$ cat src/rtl/mem_access_unit.sv
// Load/store bus access unit for the M stage: turns a legal load or store into one
// request/acknowledge bus transaction, stalling the pipeline until the result is back.
module mem_access_unit #(
    parameter logic [7:0] TIMEOUT = 8'd255
) (
    input  logic        clk,
    input  logic        n_rst,
    input  logic        MemReadM,
    input  logic        MemWriteM,
    input  logic [31:0] ALUResultM,
    input  logic [31:0] WriteDataM,
    input  logic [2:0]  funct3M,
    input  logic        bus_ack,
    input  logic [31:0] bus_rdata,
    output logic        bus_req,
    output logic        bus_we,
    output logic [31:0] bus_addr,
    output logic [31:0] bus_wdata,
    output logic [3:0]  bus_be,
    output logic        StallM,
    output logic [31:0] ReadDataM,
    output logic        ExcM,
    output logic        BusErrM
);

    typedef enum logic [1:0] {IDLE = 2'd0, BUSY = 2'd1, DONE = 2'd2} state_t;

    function automatic logic [3:0] byte_enables(input logic [2:0] f3, input logic [1:0] off);
        logic [3:0] be;
        case (f3[1:0])
            2'b00:   be = 4'b0001 << off;
            2'b01:   be = off[1] ? 4'b1100 : 4'b0011;
            default: be = 4'b1111;
        endcase
        return be;
    endfunction

    function automatic logic [31:0] lane_data(input logic [2:0] f3, input logic [31:0] d);
        logic [31:0] w;
        case (f3[1:0])
            2'b00:   w = {4{d[7:0]}};
            2'b01:   w = {2{d[15:0]}};
            default: w = d;
        endcase
        return w;
    endfunction

    // Pick the addressed lane out of the returned word and sign/zero extend it.
    function automatic logic [31:0] load_extend(input logic [2:0] f3, input logic [1:0] off,
                                                input logic [31:0] rd);
        logic [31:0] sh;
        logic [15:0] half;
        logic [31:0] res;
        sh   = rd >> {off, 3'b000};
        half = off[1] ? rd[31:16] : rd[15:0];
        case (f3)
            3'b000:  res = {{24{sh[7]}}, sh[7:0]};
            3'b100:  res = {24'd0, sh[7:0]};
            3'b001:  res = {{16{half[15]}}, half};
            3'b101:  res = {16'd0, half};
            default: res = rd;
        endcase
        return res;
    endfunction

    state_t      state_r, state_nxt_s;
    logic [2:0]  f3_r;
    logic [1:0]  off_r;
    logic [7:0]  cnt_r;
    logic [31:0] read_data_r;
    logic        bus_err_r;
    logic        bus_req_r, bus_we_r;
    logic [31:0] bus_addr_r, bus_wdata_r;
    logic [3:0]  bus_be_r;
    logic        en_s, legal_s, start_s, exc_s, ack_s, timeout_s;

    // Decode whether the presented access size and alignment are supported.
    always_comb begin
        legal_s = 1'b0;
        case (funct3M)
            3'b000, 3'b100: legal_s = 1'b1;
            3'b001, 3'b101: legal_s = ~ALUResultM[0];
            3'b010:         legal_s = (ALUResultM[1:0] == 2'b00);
            default:        legal_s = 1'b0;
        endcase
    end

    assign en_s      = MemReadM | MemWriteM;
    assign start_s   = (state_r == IDLE) && en_s && legal_s;
    assign exc_s     = (state_r == IDLE) && en_s && !legal_s;
    assign ack_s     = (state_r == BUSY) && bus_ack;
    // Counter starts at zero in the first BUSY cycle, so TIMEOUT-1 marks the last one.
    assign timeout_s = (state_r == BUSY) && (TIMEOUT != 8'd0) && (cnt_r == TIMEOUT - 8'd1);

    // Next-state selection for the access sequencer.
    always_comb begin
        state_nxt_s = state_r;
        case (state_r)
            IDLE: begin
                if (start_s) state_nxt_s = BUSY;
                else         state_nxt_s = IDLE;
            end
            BUSY: begin
                if (ack_s || timeout_s) state_nxt_s = DONE;
                else                    state_nxt_s = BUSY;
            end
            DONE:    state_nxt_s = IDLE;
            default: state_nxt_s = IDLE;
        endcase
    end

    // State register.
    always_ff @(posedge clk or negedge n_rst) begin
        if (!n_rst) state_r <= IDLE;
        else        state_r <= state_nxt_s;
    end

    // Bus request registers, BUSY counter and load result capture.
    always_ff @(posedge clk or negedge n_rst) begin
        if (!n_rst) begin
            bus_req_r   <= 1'b0;
            bus_we_r    <= 1'b0;
            bus_addr_r  <= 32'd0;
            bus_wdata_r <= 32'd0;
            bus_be_r    <= 4'd0;
            f3_r        <= 3'd0;
            off_r       <= 2'd0;
            cnt_r       <= 8'd0;
            read_data_r <= 32'd0;
            bus_err_r   <= 1'b0;
        end else begin
            bus_err_r <= timeout_s && !ack_s;
            if (start_s) begin
                bus_req_r   <= 1'b1;
                bus_we_r    <= MemWriteM;
                bus_addr_r  <= {ALUResultM[31:2], 2'b00};
                bus_be_r    <= byte_enables(funct3M, ALUResultM[1:0]);
                bus_wdata_r <= lane_data(funct3M, WriteDataM);
                f3_r        <= funct3M;
                off_r       <= ALUResultM[1:0];
                cnt_r       <= 8'd0;
            end else if (state_r == BUSY) begin
                cnt_r <= cnt_r + 8'd1;
                if (ack_s || timeout_s) bus_req_r <= 1'b0;
                if (ack_s) begin
                    if (!bus_we_r) read_data_r <= load_extend(f3_r, off_r, bus_rdata);
                end else if (timeout_s) begin
                    read_data_r <= 32'd0;
                end
            end
        end
    end

    assign bus_req   = bus_req_r;
    assign bus_we    = bus_we_r;
    assign bus_addr  = bus_addr_r;
    assign bus_wdata = bus_wdata_r;
    assign bus_be    = bus_be_r;
    assign ReadDataM = read_data_r;
    assign BusErrM   = bus_err_r;
    assign StallM    = start_s || (state_r == BUSY);
    assign ExcM      = exc_s;

endmodule
$ cat config.mk
export PLATFORM = sky130hd
export DESIGN_NAME = mem_access_unit
export DESIGN_NICKNAME = d
export VERILOG_FILES = /design/src/rtl/mem_access_unit.sv
export SDC_FILE = /design/constraint.sdc
export NUM_CORES = 1
export LEC_CHECK = 0
export CAP_MARGIN = 20
export CORE_ASPECT_RATIO = 0.75
export CORE_MARGIN = 2
export CORE_UTILIZATION = 40
export DETAILED_ROUTE_END_ITERATION = 10
export HOLD_SLACK_MARGIN = 0.12
export PLACE_DENSITY = 0.84
export SYNTH_ARGS = -nofsm -noshare
export SYNTH_HDL_FRONTEND = slang
export SYNTH_SLANG_ARGS = --single-unit
$ cat constraint.sdc
create_clock -name clk -period 1.6 [get_ports clk]
set_input_delay 0.32 -clock clk [delete_from_list [all_inputs] [get_ports clk]]
set_output_delay 0.32 -clock clk [all_outputs]
set_load 0.01 [all_outputs]
## Yosys cells after proc, flatten, opt, wreduce, memory -nomap -nowiden

Cells that the tools add are included.

| word-level totals | value |
|---|---|
| flip-flop bits (word level) | 116 |
| latch bits | 0 |
| bits in writable memories | 0 |
| bits in read-only memories | 0 |
| bits of input ports | 104 |
| output and inout port bits | 105 |
| logic and storage cells | 67 |
| memories | 0 |

| cells by class | value |
|---|---|
| add/subtract/negate cells | 1 |
| $mul | 0 |
| divide/modulo/power cells | 0 |
| order comparisons | 0 |
| equal/unequal tests | 11 |
| shift operators | 2 |
| multiplexer cells | 17 |
| bitwise logic cells | 3 |
| reductions and logical operators | 22 |

Operators with widths:

| operator | count |
|---|---|
| case mux 32 bit (4 select lines) | 1 |
| two-way mux 32 bit | 3 |
| case mux 32 bit (2 select lines) | 1 |
| right shift 32 x 5 -> 8 bit | 1 |
| two-way mux 16 bit | 1 |
| two-way mux 8 bit | 2 |
| equality test 3 bit (second input constant) | 4 |
| adder 8 x 1 -> 8 bit (second input constant) | 1 |
| equality test 8 bit (second input constant) | 1 |
| case mux 4 bit (2 select lines) | 1 |
| equality test 3 x 1 -> 1 bit (second input constant) | 2 |
| logical AND 1 bit | 6 |
| zero test 2 bit | 3 |
| zero test 3 bit | 2 |
| nonzero test 2 bit | 3 |
| equality test 2 x 1 -> 1 bit (second input constant) | 2 |
| two-way mux 1 bit | 4 |
| two-way mux 4 bit | 1 |
| case mux 2 bit (2 select lines) | 1 |
| AND reduction 4 bit | 1 |
| OR reduction 2 bit | 2 |
| left shift 1 x 2 -> 4 bit (first input constant) | 1 |
| equality test 3 x 2 -> 1 bit (second input constant) | 1 |
| case mux 1 bit (3 select lines) | 1 |
| 7 further kinds | 10 |

## Depth between registers and ports, before layout

| depth | value |
|---|---|
| word-level depth | 6 |
| depth in mapped cells | 7 |

## Least setup slack after synthesis

No wires, ideal clock.

| timing | value |
|---|---|
| path kind | reg2reg |
| from | register cnt_r[0] |
| to | register read_data_r[26], in the netlist ReadDataM[26] |
| library setup time | 0.126 ns |
| arrival time | 1.687 ns |
| data required time | 1.474 ns |
| path slack | -0.213 ns |
| cell stages (with the launch flop) | 8 |
| path buffers | 1 |
| clock period less this slack | 1.813 ns |
| path through | dfrtp_1 -> inv_1 -> ha_1 -> and3_1 -> nand4_4 -> o31a_4 -> buf_6 -> a221o_1 |

| on the way | value |
|---|---|
| longest elaborated chain between the ends | 4 |

Ends and longest elaborated chain:

| what | line | text |
|---|---|---|
| from (decl) | 69 | `logic [7:0] cnt_r;` |
| from (signal assigned) | 143 | `cnt_r <= cnt_r + 8'd1;` |
| equality test 8 bit | 93 | `assign timeout_s = (state_r == BUSY) && (TIMEOUT != 8'd0) && (cnt_r == TIMEOUT - 8'd1);` |
| logical AND 1 bit | 93 |  |
| nonzero test 2 bit (no source line) | - |  |
| AND reduction 4 bit (no source line) | - |  |
| to (signal assigned) | 146 | `if (!bus_we_r) read_data_r <= load_extend(f3_r, off_r, bus_rdata);` |
| to (decl) | 70 | `logic [31:0] read_data_r;` |

Every way passes these cells.
A chain may end at the register's enable or synchronous reset.

## Worst setup path after layout

| timing | value |
|---|---|
| from | register cnt_r[0] |
| to | register read_data_r[18], in the netlist ReadDataM[18] |

The elaborated chain is that of the path after synthesis.

==> results.md <==
- Layout cells sized above 1: 16.8%
- Placeable Area: 0.0132 mm²
- Worst hold path class: in -> async
- Number of global-route vias before repair: 5448
- Die H: 105 µm
- Pwr dens: 1780 mW/mm²
- Grt met2 use: 39.3%
- CTS max path bufs: 2
- Synth Instances: 554
- Max Slew Vio Count: 0
- GRT busiest layer: met2
- Avg Vias per Cell: 5.31
- Via count: 5349
- Top Ports: 209
- Crit path required time: 1.88 ns
- Tmin final: 1.81 ns
- CP arrival: 2.09 ns
- Layout area overhead: 63.1%
- H-tree depth: 4
- Ys flop type: dfrtp_1
- Crit-path max cell delay: 0.44 ns
- Maxcap violations: 0
- IO buf count: 206
- Asr flop ratio synth: 100%
- Antenna Nets Post-Route: 0
- Critical path buffers and inverters: 1
- Crit path max-delay family: compound AO/OA/AOI/OAI gates
- Worst VDD drop: 1.01 mV
- Setup TNS: -5.13 ns
- Crit path max fanout: 6
- All-Layer GR Usage: 23.6%
- Highest Clock Rate: 552 MHz
- Critical Path Start Type: flop
- Wire per inst: 17.9 µm
- Post-route cell area: 0.00888 mm²
- Die width: 139 µm
- Grt met3 use: 7.24%
- Post-DP HPWL: 12.0 mm
- Clk pin slew, worst setup/hold paths: 0.06 ns
- GP Congestion: 0.901
- Drt drc: 0
- Routed WL: 18.0 mm
- CTS buffer count: 17
- Syn Std Cell Area: 0.00545 mm²
- Post-synth cell types: 47
- DP Area: 0.00807 mm²
- Sequential share of the synthesized area: 53.3%
- Clk_skew: 0.00860 ns
- # rows: 36
- Post-Syn Area per Cell: 9.83 µm²
- Post-synth EDFFs: 0
- Hold Fails Final Rpt: 0
- Worst-path cell chain: inv_2 > ha_4 > and3_4 > nand4_4 > o31a_4 > a221o_1
- Total gr overflow: 0
- Worst setup EP type: flop
- Die area: 0.0146 mm²
- Final period util: 113%
- DRT iter0 DRCs: 306
- Clock tree from TritonCTS: built
- Flops & latches, synth: 116
- Antenna violations before repair: 3
- CTS Root Cell: clkbuf_16
- Failing checks: negative setup slack
- Synth warnings: 0
- Setup CP Type: reg -> reg
- Run status: finished, violations left
- Global-route wire length before repair: 27.5 mm
- Critical-path top delay cell: o31a_4
- Pleak: 0.00439 µW
- Worst setup margin: -0.212 ns
- Clock Latency Late Sink: 0.40 ns
- Fin nets: 927
- Pin count of the biggest net entering global routing: 97
- Unrepaired setup endpoints after global routing: yes
- # clock sinks: 116
- DR pass1 iterations: 5
- M1 GR Usage: 29.5%
- Initial core utilization: 41.4%
- Final setup fails: 34
[kinds of logic (layout without fill, tap and decap cells)]
family	Yosys count	after routing	share of synthesized area (%)
and+or+nand+nor	226	226	18.5
AOI/OAI and AO/OA	118	121	15.4
DFF	116	116	53.3
buffers and inverters	49	324	4.32
muxes	37	37	7.12
xor gates and xnor gates	5	5	0.804
adders and majority gates	2	2	0.459
other	1	5	0.0689
[power by group]
| group | switching (µW) | internal [µW] | total (µW) |
|---|---|---|---|
| registers | 840 | 4260 | 5100 |
| logic | 3550 | 3410 | 6960 |
| clock network | 1300 | 2440 | 3730 |
[through the flow]
step           instances  hold WS [ns]  setup slack (ns)  util (%)  total power [µW]
3_5_place_dp         957         0.127            -0.799      61.3             12300
3_3_place_gp         957         0.125            -0.739      61.3             12000
6_report            1007         0.267            -0.212      67.5             15800
2_1_floorplan        555        0.0244            -0.205         -              8190
5_1_grt             1006         0.270            -0.276      67.5             16800
4_1_cts              996         0.239            -0.287      65.8             15400
[metal layers]
layer	wire [µm]	vias up
li1	-	2470
met1	7510	2608
met4	333	0
met5	0	-
met2	8650	239
met3	1530	32
[final cells by class]
| cell class | instances | area (µm²) |
|---|---|---|
| multi-input cells | 393 | 2480 |
| well taps | 171 | 214 |
| clock inverters | 9 | 103 |
| diodes | 3 | 7.51 |
| fillers | 1014 | 4270 |
| clock buffers | 22 | 484 |
| repair buffers | 281 | 2640 |
| flip-flops and latches | 116 | 2900 |
| inverters | 12 | 45.0 |
[repair_timing]
| item | in CTS | in global routing |
|---|---|---|
| hold buffers | 1 | 0 |
| gates cloned | 3 | 3 |
| setup endpoints to repair | 204 | 53 |
| pin swaps | 21 | 12 |
| resized for setup | 124 | 29 |
| buffers inserted | 4 | 5 |
| endpoints found under the hold margin | 116 | 0 |
[synthesized netlist by cell type, types with 2 or more instances]
master     instances  area (µm²)
dfrtp_1          116        2900
xor2_1             3        26.3
nand2_1          162         608
buf_2             14        70.1
inv_1             12        45.0
o21ai_0           43         215
o21a_1             7        52.6
a2111o_1           6        67.6
or3_1              7        43.8
clkbuf_1          16        60.1
nor4_4             2        42.5
a21oi_1           16        80.1
a31oi_1            2        12.5
mux2_2             4        45.0
a211oi_1           9        67.6
and3_1             3        18.8
and3b_1            2        17.5
a221o_1           16         160
ha_1               2        25.0
o2111ai_1          6        52.6
buf_4              3        22.5
nand3b_1           3        22.5
nand4_1            2        12.5
xnor2_1            2        17.5
o2bb2ai_1          8        70.1
nor2b_1            7        43.8
nor2_1            25        93.8
nand2b_1           4        25.0
buf_6              3        33.8
mux2i_1           32         320
[sequential cells by signal, summed over array words and instances (netlist names)]
| register | count |
|---|---|
| BusErrM | 1 |
| ReadDataM | 32 |
| bus_addr | 30 |
| bus_be | 4 |
| bus_req | 1 |
| bus_wdata | 32 |
| bus_we | 1 |
| cnt_r | 8 |
| f3_r | 3 |
| off_r | 2 |
| state_r | 2 |
[worst register-to-register path: stages (launching register included)]
cell and delay, ns:
dfrtp_1 0.39, inv_2 0.08, ha_4 0.12, and3_4 0.19, nand4_4 0.15, o31a_4 0.44, a221o_1 0.32
[path summary, 6_finish.rpt]
check | to | startpoint | depth (start not counted) | slack (ns)
worst min-delay path | bus_addr[31] | n_rst | 2 | 0.27
max in group asynchronous | ReadDataM[8] | n_rst | 3 | 0.77
worst max-delay path | ReadDataM[18] | cnt_r[0] | 6 | -0.21
worst max register to register | ReadDataM[18] | cnt_r[0] | 6 | -0.21
min in group clk | f3_r[2] | funct3M[2] | 4 | 0.45
worst min register to register | bus_addr[13] | bus_addr[13] | 2 | 0.47
[cells in the final DEF (no fill, tap or decap), types with 9 or more instances in the layout]
master,Yosys,routed
clkdlybuf4s50_1,0,99
nor2_1,25,23
a211oi_1,9,9
a21oi_1,16,14
buf_6,3,9
inv_1,12,11
buf_4,3,59
a221o_1,16,16
dfrtp_1,116,116
o21ai_0,43,43
clkbuf_16,0,19
mux2i_1,32,32
nand2_1,162,161
dlygate4sd2_1,0,103
Note: power is estimated with default switching activity, not from simulation.
